--- src/rtl/conv_win_ctrl.sv ---
// Column-read / window-load sequencer for a K_H x K_W circular window register.
// Optional stall counter output enabled by CONV_WIN_CTRL_STALL_CNT_EN.
module conv_win_ctrl #(
   parameter int unsigned IMG_H = 8,
   parameter int unsigned IMG_W = 8,
   parameter int unsigned K_H   = 3,
   parameter int unsigned K_W   = 3,
   parameter int unsigned ROW_W = $clog2(IMG_H),
   parameter int unsigned COL_W = $clog2(IMG_W)
) (
   input  logic             clk,
   input  logic             rst,
   input  logic             start,
   input  logic             abort,
   output logic             rd_en,
   output logic [ROW_W-1:0] rd_row,
   output logic [COL_W-1:0] rd_col,
   output logic             win_load_en,
   output logic             win_clear,
   output logic             win_valid,
   input  logic             win_ready,
   output logic [ROW_W-1:0] win_row,
   output logic [COL_W-1:0] win_col,
   output logic             busy,
   output logic             done
`ifdef CONV_WIN_CTRL_STALL_CNT_EN
   ,
   output logic [15:0]      stall_cnt
`endif
);

   // Column counter needs one extra value to represent "all IMG_W columns loaded".
   localparam int unsigned CNT_W = $clog2(IMG_W + 1);
   localparam logic [CNT_W-1:0] KW_C     = CNT_W'(K_W);
   localparam logic [CNT_W-1:0] IMGW_C   = CNT_W'(IMG_W);
   localparam logic [ROW_W-1:0] LAST_ROW = ROW_W'(IMG_H - K_H);
   localparam logic [COL_W-1:0] KW_COL   = COL_W'(K_W);

   typedef enum logic [2:0] {
      StIdle,
      StClr,
      StRd,
      StLd,
      StValid,
      StDone
   } state_e;

   state_e             state_q, state_d;
   logic [ROW_W-1:0]   row_q, row_d;
   logic [CNT_W-1:0]   col_q, col_d;
   logic [CNT_W-1:0]   col_inc;
   logic               abort_clr_q, abort_clr_d;

   assign col_inc = col_q + 1'b1;

   always_comb begin
      state_d     = state_q;
      row_d       = row_q;
      col_d       = col_q;
      abort_clr_d = 1'b0;
      unique case (state_q)
         StIdle: begin
            if (start) begin
               state_d = StClr;
               row_d   = '0;
            end
         end
         StClr: begin
            col_d   = '0;
            state_d = StRd;
         end
         StRd: state_d = StLd;
         StLd: begin
            col_d   = col_inc;
            state_d = (col_inc >= KW_C) ? StValid : StRd;
         end
         StValid: begin
            if (win_ready) begin
               if (col_q < IMGW_C) begin
                  state_d = StRd;
               end else if (row_q < LAST_ROW) begin
                  row_d   = row_q + 1'b1;
                  state_d = StClr;
               end else begin
                  state_d = StDone;
               end
            end
         end
         StDone: state_d = StIdle;
         default: state_d = StIdle;
      endcase
      // Abort wins over everything, including a same-cycle accept.
      if (abort && (state_q != StIdle)) begin
         state_d     = StIdle;
         abort_clr_d = 1'b1;
      end
   end

   always_ff @(posedge clk) begin
      if (rst) begin
         state_q     <= StIdle;
         row_q       <= '0;
         col_q       <= '0;
         abort_clr_q <= 1'b0;
      end else begin
         state_q     <= state_d;
         row_q       <= row_d;
         col_q       <= col_d;
         abort_clr_q <= abort_clr_d;
      end
   end

   always_comb begin
      busy        = (state_q != StIdle);
      rd_en       = (state_q == StRd);
      win_load_en = (state_q == StLd);
      win_valid   = (state_q == StValid);
      done        = (state_q == StDone);
      win_clear   = (state_q == StClr) || abort_clr_q;
      rd_row      = rd_en ? row_q : '0;
      rd_col      = rd_en ? col_q[COL_W-1:0] : '0;
      win_row     = win_valid ? row_q : '0;
      // col_q points one past the last loaded column.
      win_col     = win_valid ? (col_q[COL_W-1:0] - KW_COL) : '0;
   end

`ifdef CONV_WIN_CTRL_STALL_CNT_EN
   logic [15:0] stall_q;

   always_ff @(posedge clk) begin
      if (rst) begin
         stall_q <= '0;
      end else if ((state_q == StIdle) && start) begin
         stall_q <= '0;
      end else if ((state_q == StValid) && !win_ready && (stall_q != 16'hFFFF)) begin
         stall_q <= stall_q + 16'd1;
      end
   end

   assign stall_cnt = stall_q;
`endif

endmodule
--- config.mk ---
export PLATFORM = sky130hd
export DESIGN_NAME = conv_win_ctrl
export DESIGN_NICKNAME = d
export VERILOG_FILES = /design/src/rtl/conv_win_ctrl.sv
export SDC_FILE = /design/constraint.sdc
export NUM_CORES = 1
export LEC_CHECK = 0
export ABC_AREA = 0
export CORE_MARGIN = 5
export CORE_UTILIZATION = 45
export DETAILED_ROUTE_END_ITERATION = 10
export HOLD_SLACK_MARGIN = 0.08
export PLACE_DENSITY = 0.77
export SLEW_MARGIN = 20
export SYNTH_ARGS = -nofsm -noshare
export SYNTH_HDL_FRONTEND = slang
export SYNTH_SLANG_ARGS = --single-unit
--- constraint.sdc ---
create_clock -name clk -period 1.8 [get_ports clk]
set_input_delay 0.27 -clock clk [delete_from_list [all_inputs] [get_ports clk]]
set_output_delay 0.27 -clock clk [all_outputs]
set_load 0.01 [all_outputs]
# == After elaboration in Yosys (flattened, before gate mapping) ==
# Index checks and enable logic that the tools add are counted.
# Widths: inputs -> output; s select.
# word_totals
register_bits,11
input_bits,5
word_cells,45
# classes
addsub,3
order_cmp,3
eq_ne,9
muxes,17
n_reduce_logical,9
# ops
op,n
$mux 3,13
$pmux 3 s5,1
$pmux 4 s2,1
$eq 3x2->1 const B,2
$eq 3x3->1 const B,2
$pmux 3 s2,1
$reduce_and 5->1,1
$add 4x1->4 const B,1
$ge 4x2->1 const B,1
$lt 4x4->1 const B,1
$ne 2x1->1 const B,2
$ne 2x2->1 const B,2
$reduce_bool 2->1,2
$add 3x1->3 const B,1
$eq 3x1->1 const B,1
$logic_not 3->1,1
$lt 3x3->1 const B,1
$reduce_bool 3->1,1
$sub 3x2->3 const B,1
$reduce_and 2->1,1
$reduce_or 2->1,1
$logic_and 1x1->1,1
$logic_or 1x1->1,1
$mux 1,1

# == Longest topological paths before layout ==
# Gate-level depths: netlist of the first run.
# depth
depth_word,5
depth_mapped,5
depth_no_buf,5

# == Worst setup path after synthesis of the first run ==
# No wires, ideal clock.
# synth_timing
path_type,reg-to-output
start,register state_q[1]
end,output rd_col[1]
arrival_time_ns,1.290
t_required_ns,1.530
path_slack_ns,0.240
stages_incl_launch_ff,5
cell_sequence,dfxtp_1 buf_6 inv_1 nor3_1 and2_1
# synth_between
elab_chain_len,2
# synth_lines
item,line,rtl
"start, declared",48,"state_e state_q, state_d;"
"start signal, assigned",101,state_q <= StIdle;
"start signal, assigned",106,state_q <= state_d;
$eq 3x2->1,115,rd_en = (state_q == StRd);
named net rd_en,15,"output logic rd_en,"
$mux 3,121,rd_col = rd_en ? col_q[COL_W-1:0] : '0;
"end, declared",17,"output logic [COL_W-1:0] rd_col,"
# The timed path passes the listed nets, and every way through them passes these cells.

# == Worst setup path after layout of the first run ==
# layout_timing
start,register state_q[2]
end,output win_col[2]
# layout_between
elab_chain_len,2
# layout_lines
item,line,rtl
$eq 3x3->1,117,win_valid = (state_q == StValid);
$mux 3,124,win_col = win_valid ? (col_q[COL_W-1:0] - KW_COL) : '0;
"end, declared",23,"output logic [COL_W-1:0] win_col,"
# Every way passes these cells.

==> metrics.txt, run 1 <==
status complete, no violations; worst hold slack 0.504 ns; setup TNS 0 ns; Final ANT Viol Nets 0; vias in the first global route 788; I/O Pins 23; slack of the critical path 0.0434 ns; GRT overflow 0; Peak supply drop 0.000588 V; CP arrival 1.49 ns; TritonRoute pass-1 iters 4; DRT iter0 DRCs 27; GRT Resource Usage Total 17.6%; Antenna diodes 0; CTS tree yes; final instance area 1120 sq um; Post-Place Worst Slack 0.00695 ns; Die ar. 2600 sq um; register area share after synthesis 29.1%; initial antenna violation count 0; yosys warns 0; Num CTS Buffers 3; Syn-to-layout area delta 48.3%; post-synthesis cell count 99; critical path's largest stage delay 0.42 ns; Worst setup SP type flip-flop; Die Wd 51.0 microns; Clk pin slew, worst setup/hold paths 0.07 ns; Via density 5.54; clock sinks 11; HPWL after DPL 1480 microns; type of the tightest min-delay check flip-flop to flip-flop; largest net degree at the start of global routing 13; final setup fails 0; die height 51.0 microns; fin nets 148; FFs w/ async S/R, synth 0%; Slowest cell on crit path or3b_4; clk_lat worst skew 0.28 ns; first-pass GRT wire length 3470 microns; EDFF count, synth 0; Slew headroom 79.0%; syn nets 107; Top FF cell, synth dfxtp_1; Post-CTS Hold Buffers 0; max_cap viols 0; Syn Area/Cell 7.65 sq um; Initial Utilization 48.6%; DRC viols 0; crit end category output pin; Cell Chain, Critical Path or3b_4 -> buf_6 -> nor3_2 -> buf_2; PortBufs 22; Core Rows 14; layout cells sized above 1 25.2%; crit path max fanout 4; CP Class flip-flop to output pin; Routed wire per std cell 13.0 microns; leakage 0.552 nW; Crit path required time 1.53 ns; Fmax 569 MHz; via count 859; Pins Over Slew Limit 0; Synth Register Bits 11; RD Place Congestion 0.817; Core Footprint 1560 sq um; clock tree buffer depth 2; htree depth 1; Distinct cells, synth 38; Post-Syn Area 757 sq um; fin crit share 97.6%; Worst Tran Pin Value 0.314 ns; CTS root buffer clkbuf_4; final wirelength 2020 microns; Fin Clk Skew 0.000487 ns; placed cell area 1100 sq um; crit path time final 1.76 ns; PD cells 641 nW/um^2; final hold viol count 0; RSZ-0062 raised after global routing yes
-- placed cells by master (no fill, tap or decap), drive strengths merged, types with 2 or more instances in the layout --
master and instances:
dfxtp 11, ha 3, nor2b 3, nor2 17
a21oi 6, clkbuf 8, a41oi 3, buf 19
clkdlybuf4s15 2, nand3 3, nor4 2, nand2b 4
dlygate4sd2 10, o22ai 2, or3 3, nor3 3
inv 4, clkdlybuf4s50 4, and2 8, nand2 5
-- logic make-up (layout without fill, tap and decap cells) --
family	count (synthesis)	after routing	share of synthesized area, %
AND/OR/NAND/NOR	52	52	35.5
AO/OA/AOI/OAI	24	24	23.6
flip-flops	11	11	29.1
buffers and inverters	8	48	5.62
adder cells (fa/ha/maj)	3	3	4.96
XOR/XNOR	1	1	1.16
-- final timing paths --
kind / end / cells after the start / from / slack, ns
min: col_q[1] / 2 / col_q[1] / 0.50
max reg2reg: state_q[2] / 6 / state_q[2] / 0.15
max: win_col[2] / 4 / state_q[2] / 0.04
min reg2reg: col_q[1] / 2 / col_q[1] / 0.50
-- worst max-delay path, delay by kind of cell, from the launching register on --
kind          cells  cell delay [ns]
buf+inv           2             0.29
flops             1             0.34
simple gates      2             0.57
-- state kept, by name, summed over array words and instances, names as in the netlist --
signal / count
state_q: 3
abort_clr_q: 1
col_q: 4
row_q: 3
-- layer usage --
layer	track usage, %	wire length [microns]	part of all wire [%]
met3	3.49	119	5.9
met4	9.42	55	2.7
met2	28.1	952	47
met5	0	0	0
met1	22.4	893	44
-- power by group --
group | internal [mW] | total, mW | switching (mW)
Sequential | 0.261 | 0.276 | 0.0151
Combinational | 0.132 | 0.266 | 0.134
Clock | 0.0861 | 0.178 | 0.0917
Total | 0.479 | 0.720 | 0.241
-- cells in the mapped netlist (2+ instances only) --
library cell | n | area share (%)
a21oi_1 | 6 | 4.0
a41oi_1 | 3 | 3.5
and2_1 | 8 | 6.6
dfxtp_1 | 11 | 29
ha_1 | 3 | 5.0
inv_1 | 3 | 1.5
nand2_1 | 5 | 2.5
nand2b_1 | 4 | 3.3
nand3_1 | 3 | 2.0
nor2_1 | 17 | 8.4
nor2b_1 | 3 | 2.5
nor3_1 | 3 | 2.0
nor4_1 | 2 | 1.7
o22ai_1 | 2 | 1.7
or3_1 | 3 | 2.5
-- what timing repair did --
action | in CTS | in global routing
buffers inserted | 1 | 0
pin swaps | 0 | 2
gates resized for setup | 24 | 16
setup endpoints to repair | 17 | 13
-- area by class of cell --
| cell class | count | area (sq um) |
|---|---|---|
| timing repair buffer | 40 | 324 |
| inverter | 4 | 17.5 |
| clock buffer | 4 | 26.3 |
| sequential | 11 | 224 |
| multi-input combinational | 80 | 510 |
| fill | 127 | 437 |
| tap | 16 | 20.0 |
-- stage by stage --
step                utilization, %  cells  total power [mW]
finish                        72.0    155             0.720
CTS                           71.5    155             0.717
detailed placement            70.4    150             0.550
global placement              70.4    150             0.546
floorplan                        -     99             0.425
global route                  72.0    155             0.770
Power figures use the tool's default switching activity.
==> run 2: changes to the inputs <==
--- a/config.mk
+++ b/config.mk
@@ -5,7 +5,6 @@
 export SDC_FILE = /design/constraint.sdc
 export NUM_CORES = 1
 export LEC_CHECK = 0
-export ABC_AREA = 0
 export CORE_MARGIN = 5
 export CORE_UTILIZATION = 45
 export DETAILED_ROUTE_END_ITERATION = 10
==> results of run 2 <==
No change in the layout: final DEF, timing and power equal those of run 1.
==> run 3: changes to the inputs <==
--- a/config.mk
+++ b/config.mk
@@ -9,7 +9,8 @@
 export CORE_UTILIZATION = 45
 export DETAILED_ROUTE_END_ITERATION = 10
 export HOLD_SLACK_MARGIN = 0.08
-export PLACE_DENSITY = 0.77
+export PLACE_DENSITY = 0.79
+export RECOVER_POWER = 100
 export SLEW_MARGIN = 20
 export SYNTH_ARGS = -nofsm -noshare
 export SYNTH_HDL_FRONTEND = slang
==> metrics.txt, run 3 (same netlist as run 1, synthesis figures left out) <==
status complete, no violations; Comb power frac 37.1% (about the same); Worst Tran Pin Value 0.326 ns (+0.0117 ns); PD cells 650 nW/um^2 (+1.3%); clock tree buffer depth 2 (unchanged); Fin Clk Skew 0.00137 ns (+0.000883 ns); PortBufs 22 (unchanged); flop2flop setup slack 0.25 ns (+0.10 ns); GRT Resource Usage Total 19.0% (+1.4 points); crit path launch state_q[2]; final instance area 1110 sq um (-0.67%); Clk pin slew, worst setup/hold paths 0.07 ns (about the same); sequential share of power 38.6% (+0.3 points); via count 877 (+2.1%); Hold Crit Start state_q[0]; final wirelength 2200 microns (+8.8%); I/O Pins 23 (unchanged); Worst setup SP type flip-flop; largest net degree at the start of global routing 9 (-4); Routed wire per std cell 14.4 microns (+10%); Core Rows 14 (unchanged); first-pass GRT wire length 3720 microns (+7.2%); Die Wd 51.0 microns (unchanged); GRT overflow 0 (unchanged); slack of the critical path 0.0524 ns (+0.00897 ns); TritonRoute pass-1 iters 4 (unchanged); Net Sw Frac 33.4% (-0.067 points); placed cell area 1070 sq um (-2.1%); Die ar. 2600 sq um (unchanged); layout cells sized above 1 28.5% (+3.3 points); leakage 0.522 nW (-5.5%); Fmax 572 MHz (+0.51%); Via density 5.73 (+3.4%); CTS root buffer clkbuf_4; crit path max fanout 5 (+1); commonest cells after routing, fill and taps aside 17 x nor2_1, 16 x buf_4, 10 x dlygate4sd2_1; Largest Register col_q; Internal 482 uW (+0.73%); commonest non-fill, non-tap cell in the layout nor2_1; HPWL after DPL 1670 microns (+13%); Pins Over Slew Limit 0 (unchanged); final hold viol count 0 (unchanged); DRT iter0 DRCs 18 (-33%); largest registers col_q (4), row_q (3), state_q (3); Filler cells 129 (+1.6%); Peak supply drop 0.000598 V (+1.7%); CTS tree yes; htree depth 1 (unchanged); RD Place Congestion 0.844 (+3.4%); initial antenna violation count 0 (unchanged); fin nets 146 (-1.4%); Num CTS Buffers 3 (unchanged); final setup fails 0 (unchanged); RSZ-0062 raised after global routing yes; fin crit share 97.1% (-0.50 points); crit end category output pin; Post-CTS Hold Buffers 0 (unchanged); RR Startpoint state_q[1]; Clk network pwr share 24.3% (-0.4 points); Core Footprint 1560 sq um (unchanged); type of the tightest min-delay check flip-flop to flip-flop; Slew headroom 78.3% (-0.74 points); Syn-to-layout area delta 47.3%; Initial Utilization 48.6% (unchanged); CP Class flip-flop to output pin; clk_lat worst skew 0.28 ns (about the same); P_sw 242 uW (+0.43%); die height 51.0 microns (unchanged); Largest register FFs 4 (unchanged); vias in the first global route 828 (+5.1%); Crit path required time 1.53 ns (about the same); max_cap viols 0 (unchanged); clock sinks 11 (unchanged); Antenna diodes 0 (unchanged); DRC viols 0 (unchanged); crit path time final 1.75 ns (-0.00897 ns); CP arrival 1.48 ns (about the same); Post-Place Worst Slack -0.184 ns (-0.191 ns); Final ANT Viol Nets 0 (unchanged)
[run 3: final cells by class]
type                       count  area, sq um  share of cell area [%]
multi-input combinational     80          524                    47.0
sequential                    11          228                    20.4
tap                           16         20.0                    1.80
timing repair buffer          38          299                    26.8
clock buffer                   4         26.3                    2.36
inverter                       4         17.5                    1.57
[run 3: routing by layer]
layer / global-route usage [%] / routed length, microns
met3: 7.27 / 196
met4: 5.83 / 24
met1: 21.3 / 897
met2: 33.3 / 1080
met5: 0 / 0
[run 3: path summary, 6_finish.rpt]
path,to,cells after the start
max,win_col[2],3
min,state_q[0],1
max reg2reg,state_q[2],5
min reg2reg,state_q[0],1
[run 3: through the flow]
step | hold slack (ns) | power (mW) | std cells | utilization [%] | TNS, ns
floorplan | 0.384 | 0.425 | 99 | - | 0
global placement | 0.470 | 0.535 | 147 | 68.9 | -0.705
detailed placement | 0.489 | 0.541 | 147 | 68.9 | -0.948
CTS | 0.494 | 0.718 | 152 | 71.8 | 0
global route | 0.512 | 0.772 | 153 | 71.5 | -0.0118
finish | 0.492 | 0.724 | 153 | 71.5 | 0
[run 3: power by group through the flow]
stage | registers [mW] | clock network (mW) | logic (mW)
3_5_place_dp | 0.283 | 0 | 0.258
4_1_cts | 0.279 | 0.182 | 0.257
5_1_grt | 0.282 | 0.195 | 0.295
3_3_place_gp | 0.280 | 0 | 0.255
2_1_floorplan | 0.275 | 0 | 0.150
6_report | 0.279 | 0.176 | 0.269
[run 3: critical path: stages (launching register included)]
cell             delay [ns]
dfxtp_4                0.37
or3b_4                 0.43
nor3_2                 0.15
clkdlybuf4s15_2        0.25
[run 3: what timing repair did]
item,CTS,global route
gates resized for setup,33,13
pin swaps,2,0
gates cloned,0,0
endpoints found under the setup margin,16,11
buffers inserted,1,1
==> patch 1: new RTL, config.mk and constraints of run 1 <==
Set the parameter `IMG_H` to 4 (it was 8).
--- a/src/rtl/conv_win_ctrl.sv
+++ b/src/rtl/conv_win_ctrl.sv
@@ -2,5 +2,5 @@
 // Optional stall counter output enabled by CONV_WIN_CTRL_STALL_CNT_EN.
 module conv_win_ctrl #(
-   parameter int unsigned IMG_H = 8,
+   parameter int unsigned IMG_H = 4,
    parameter int unsigned IMG_W = 8,
    parameter int unsigned K_H   = 3,
Interface: changed (resized rd_row and win_row); port bits go from 23 to 21. No check against the original RTL was run, so the function may have changed too.
==> patch 1 against run 1 <==
Total power decreased by 17%. Clock power increased by 18%. Critical path type unchanged. Global-route usage decreased by 1.0 points. Setup slack improved by 0.018 ns. Synthesized area decreased by 8.1%. Largest cell class unchanged. Cell area decreased by 5.8%. Cell count decreased by 9.0%. Register-to-register slack improved by 0.08 ns. Utilization decreased by 0.98 points. Via count decreased by 8.0%. Critical path depth decreased by 1. Sequential cell count decreased by 1. Routed wire length increased by 4.1%.
==> patch 1: results (changes against run 1) <==
metric	value	unit	change
WL met2	1070	um	was 952 um
Cell Area, Placed	965	um2	was 1100 um2
Mapped Cells	92		was 99
Arr. time, crit path	1.47	ns	was 1.49 ns
worst skew pair latency	0.26	ns	was 0.28 ns
wire per inst	14.9	um	was 13.0 um
post-CTS sizing	19		was 24
Global Route met1 Usage	0.215		was 0.224
GP Congestion	0.815		was 0.817
WL met1	873	um	was 893 um
critical-path maximum fanout	5		was 4
pin count of the biggest net entering global routing	10		was 13
Non-Filler Instances	141		was 155
status	complete, no violations		unchanged
clock tree buffer depth	2		unchanged
layout cells sized above 1	0.296		was 0.252
met3 track demand over resource	0.0336		was 0.0349
DR vias/cell	5.60		was 5.54
syn_nets	100		was 107
Initial DRC Count	39		was 27
top cells by count, synth	nor2_1, dfxtp_1, a21oi_1, nand2_1, inv_1		was nor2_1, dfxtp_1, and2_1
sequential fraction of the synthesis area	0.288		was 0.291
DR top layer	met4		unchanged
Rel. slew slack	0.763		was 0.790
biggest regs	col_q x4, state_q x3, row_q x2		was col_q x4, row_q x3, state_q x3
library cells used by synthesis	36		was 38
vias in the first global route	726		was 788
clock sinks	10		was 11
Peak VDD IR	0.000493	V	was 0.000588 V
Area contributors post-synth	dfxtp_1, nor2_1, a21oi_1, and3_1, ha_1		was dfxtp_1, nor2_1, and2_1, ha_1, a21oi_1
Leakage Power	0.556	nW	was 0.552 nW
post-CTS setup buffers	2		was 1
pre-CTS setup slack	0.0416	ns	was 0.00695 ns
detailed placement HPWL	1330	um	was 1480 um
met3 WL	130	um	was 119 um
met2 GRT Util	0.273		was 0.281
Fill cells	115		was 127
gr usage total	0.166		was 0.176
path depth of the worst reg2reg path	5		was 6
Pre-antenna DRT Iters	5		was 4
clk_skew	0.00284	ns	was 0.000487 ns
first-pass GRT wire length	3250	um	was 3470 um
## patch 1: cell types whose count changed in the layout (fill, tap and decap cells not counted), moves of 4 or more
| cell | change |
|---|---|
| and2_1 | -7 |
| buf_4 | -4 |
| nor2_1 | -7 |
| o21ai_0 | +4 |
| and3_1 | +5 |
## patch 1: cell families (layout without fill, tap and decap cells)
kind of cell | after synthesis | in the layout | synth area share
xor+xnor | 1 | 1 | 0.0126
simple gates | 44 | 44 | 0.365
mux | 1 | 1 | 0.0144
compound gates | 21 | 21 | 0.192
buf+inv | 12 | 45 | 0.0737
fa+ha+maj | 3 | 3 | 0.0540
flops | 10 | 10 | 0.288
## patch 1: area by class of cell
| class | instances | area, um2 | area share |
|---|---|---|---|
| clock buffer | 4 | 36.3 | 0.0343 |
| inverter | 8 | 32.5 | 0.0308 |
| multi-input combinational | 70 | 465 | 0.440 |
| sequential | 10 | 213 | 0.201 |
| tap | 16 | 20.0 | 0.0189 |
| timing repair buffer | 33 | 290 | 0.275 |
## patch 1: power by group
group / leakage, nW / total [W] / internal (W) / switching (W)
registers: 0.0836 / 0.000242 / 0.000227 / 0.0000149
clock network: 0.0210 / 0.000210 / 0.000123 / 0.0000876
logic: 0.452 / 0.000143 / 0.0000720 / 0.0000714
## patch 1: path summary, 6_finish.rpt
path | from | endpoint | slack, ns
max | state_q[1] | done | 0.06
min | col_q[2] | col_q[2] | 0.56
max reg2reg | col_q[0] | state_q[2] | 0.23
min reg2reg | col_q[2] | col_q[2] | 0.56
## patch 1: critical path, cell delays in order (launching register included)
cell and delay [ns]:
dfxtp_4 0.37, inv_2 0.13, and3_2 0.19, clkdlybuf4s50_1 0.53
==> patch 2: new RTL, settings of run 1 <==
Without the edit above. Re-encode `state_e` (6 states) as Gray code, 3 bits wide.
--- a/src/rtl/conv_win_ctrl.sv
+++ b/src/rtl/conv_win_ctrl.sv
@@ -38,10 +38,10 @@
 
    typedef enum logic [2:0] {
-      StIdle,
-      StClr,
-      StRd,
-      StLd,
-      StValid,
-      StDone
+      StIdle  = 3'b000,
+      StClr   = 3'b001,
+      StRd    = 3'b011,
+      StLd    = 3'b010,
+      StValid = 3'b110,
+      StDone  = 3'b111
    } state_e;
 
Function: no difference found for any inputs over 10 cycles, from zero or initial values and one cycle with rst high; not proved beyond that.
==> patch 2 against run 1 <==
Sequential cell count stayed put. Register-to-register slack improved by 0.12 ns. Via count increased by 4.9%. Die area up 3.7%. Setup slack better by 0.031 ns. Sequential share of layout area is 0.067 points higher. Synthesized area grew 4.6%. Routed wire length is 15% higher. Cell area grew 0.22%. Critical endpoint is now win_col[1]. Largest cell class unchanged.
Power is not compared: it rests on default switching activity, and its combinational part moved more than twofold at a synthesized area within 25%.
==> patch 2: results (changes against run 1) <==
metric	value	unit	change
GP Congestion	0.857		was 0.817
Hold EP	row_q[2]		was col_q[1]
vias post-DR	901		was 859
detailed placement HPWL	1640	um	was 1480 um
vias in the first global route	854		was 788
worst skew pair latency	0.28	ns	about the same
sequential fraction of the synthesis area	0.278		was 0.291
Reg-to-Reg Start	col_q[1]		was state_q[2]
Cell Area, Placed	1100	um2	about the same
WL met1	1020	um	was 893 um
fin nets	146		was 148
Area contributors post-synth	dfxtp_1, and2_1, nor2_1, a21oi_1, o21ai_0		was dfxtp_1, nor2_1, and2_1, ha_1, a21oi_1
first-pass GRT wire length	3760	um	was 3470 um
Worst-Margin Slew	0.421	ns	was 0.314 ns
Reg2Reg Setup Slack	0.27	ns	was 0.15 ns
ys async rst share	0		unchanged
combinational power	0.000108	W	
Leakage Power	0.530	nW	
met3 WL	188	um	was 119 um
path depth of the worst reg2reg path	5		was 6
post-CTS sizing	30		was 24
WL met2	1090	um	was 952 um
met2 GRT Util	0.297		was 0.281
Global Route met1 Usage	0.227		was 0.224
hold_sp	row_q[2]		was col_q[1]
top cells by count, synth	nor2_1, dfxtp_1, and2_1		unchanged
pin count of the biggest net entering global routing	15		was 13
status	complete, no violations		unchanged
syn_nets	115		was 107
WHS	0.523	ns	was 0.504 ns
library cells used by synthesis	35		was 38
Hold WC Path Type	reg2reg		unchanged
pre-CTS setup slack	-0.0450	ns	was 0.00695 ns
# port buffers	22		unchanged
total wire length	2330	um	was 2020 um
CTS clk-pin slew, worst paths	0.08	ns	
Netlist Area Pre-Place	792	um2	was 757 um2
gr usage total	0.188		was 0.176
clk_skew	0.000756	ns	was 0.000487 ns
met3 track demand over resource	0.0516		was 0.0349
DR top layer	met4		unchanged
layout cells sized above 1	0.248		was 0.252
post-CTS setup buffers	0		was 1
Arr. time, crit path	1.46	ns	was 1.49 ns
[patch 2: cell types whose count changed after synthesis, sizes merged, moves of 3 or more]
| cell | run 1 | this run |
|---|---|---|
| a41oi | 3 | 0 |
| buf | 3 | 0 |
| clkbuf | 1 | 8 |
| inv | 4 | 7 |
| nor2 | 17 | 12 |
| o21ai | 1 | 8 |
[patch 2: worst max-delay path by stage]
stage	from	end	slack (ns)
2_1_floorplan	col_q[0]	state_q[2]	0.32
3_3_place_gp	col_q[0]	win_col[2]	0.008
3_5_place_dp	col_q[0]	win_col[2]	-0.04
4_1_cts	col_q[0]	win_col[2]	-0.02
5_1_grt	state_q[2]	win_col[0]	0.0009
6_report	state_q[2]	win_col[1]	0.07
[patch 2: final cells by class]
type,count,area (um2)
fillers,155,583
clock buffers,4,26.3
repair buffers,34,289
flip-flops and latches,11,225
inverters,7,28.8
multi-input cells,81,524
well taps,25,31.3
[patch 2: through the flow]
stage | total power [W] | utilization | cells
after floorplan | 0.000319 | - | 107
after global placement | 0.000365 | 0.646 | 158
after detailed placement | 0.000366 | 0.646 | 158
after CTS | 0.000543 | 0.664 | 162
after global routing | 0.000572 | 0.659 | 162
final | 0.000546 | 0.659 | 162
[patch 2: kinds of logic (layout without fill, tap and decap cells)]
family	count (synthesis)	after routing	share of synthesized area
AO/OA/AOI/OAI	28	28	0.231
buffers and inverters	15	45	0.0711
AND/OR/NAND/NOR	49	49	0.359
adder cells (fa/ha/maj)	3	3	0.0474
flip-flops	11	11	0.278
multiplexers	1	1	0.0142
[patch 2: critical path: stages, from the launching register on]
cell,delay (ns)
dfxtp_2,0.35
inv_2,0.04
or3_4,0.42
nor2_1,0.09
dlygate4sd2_1,0.28
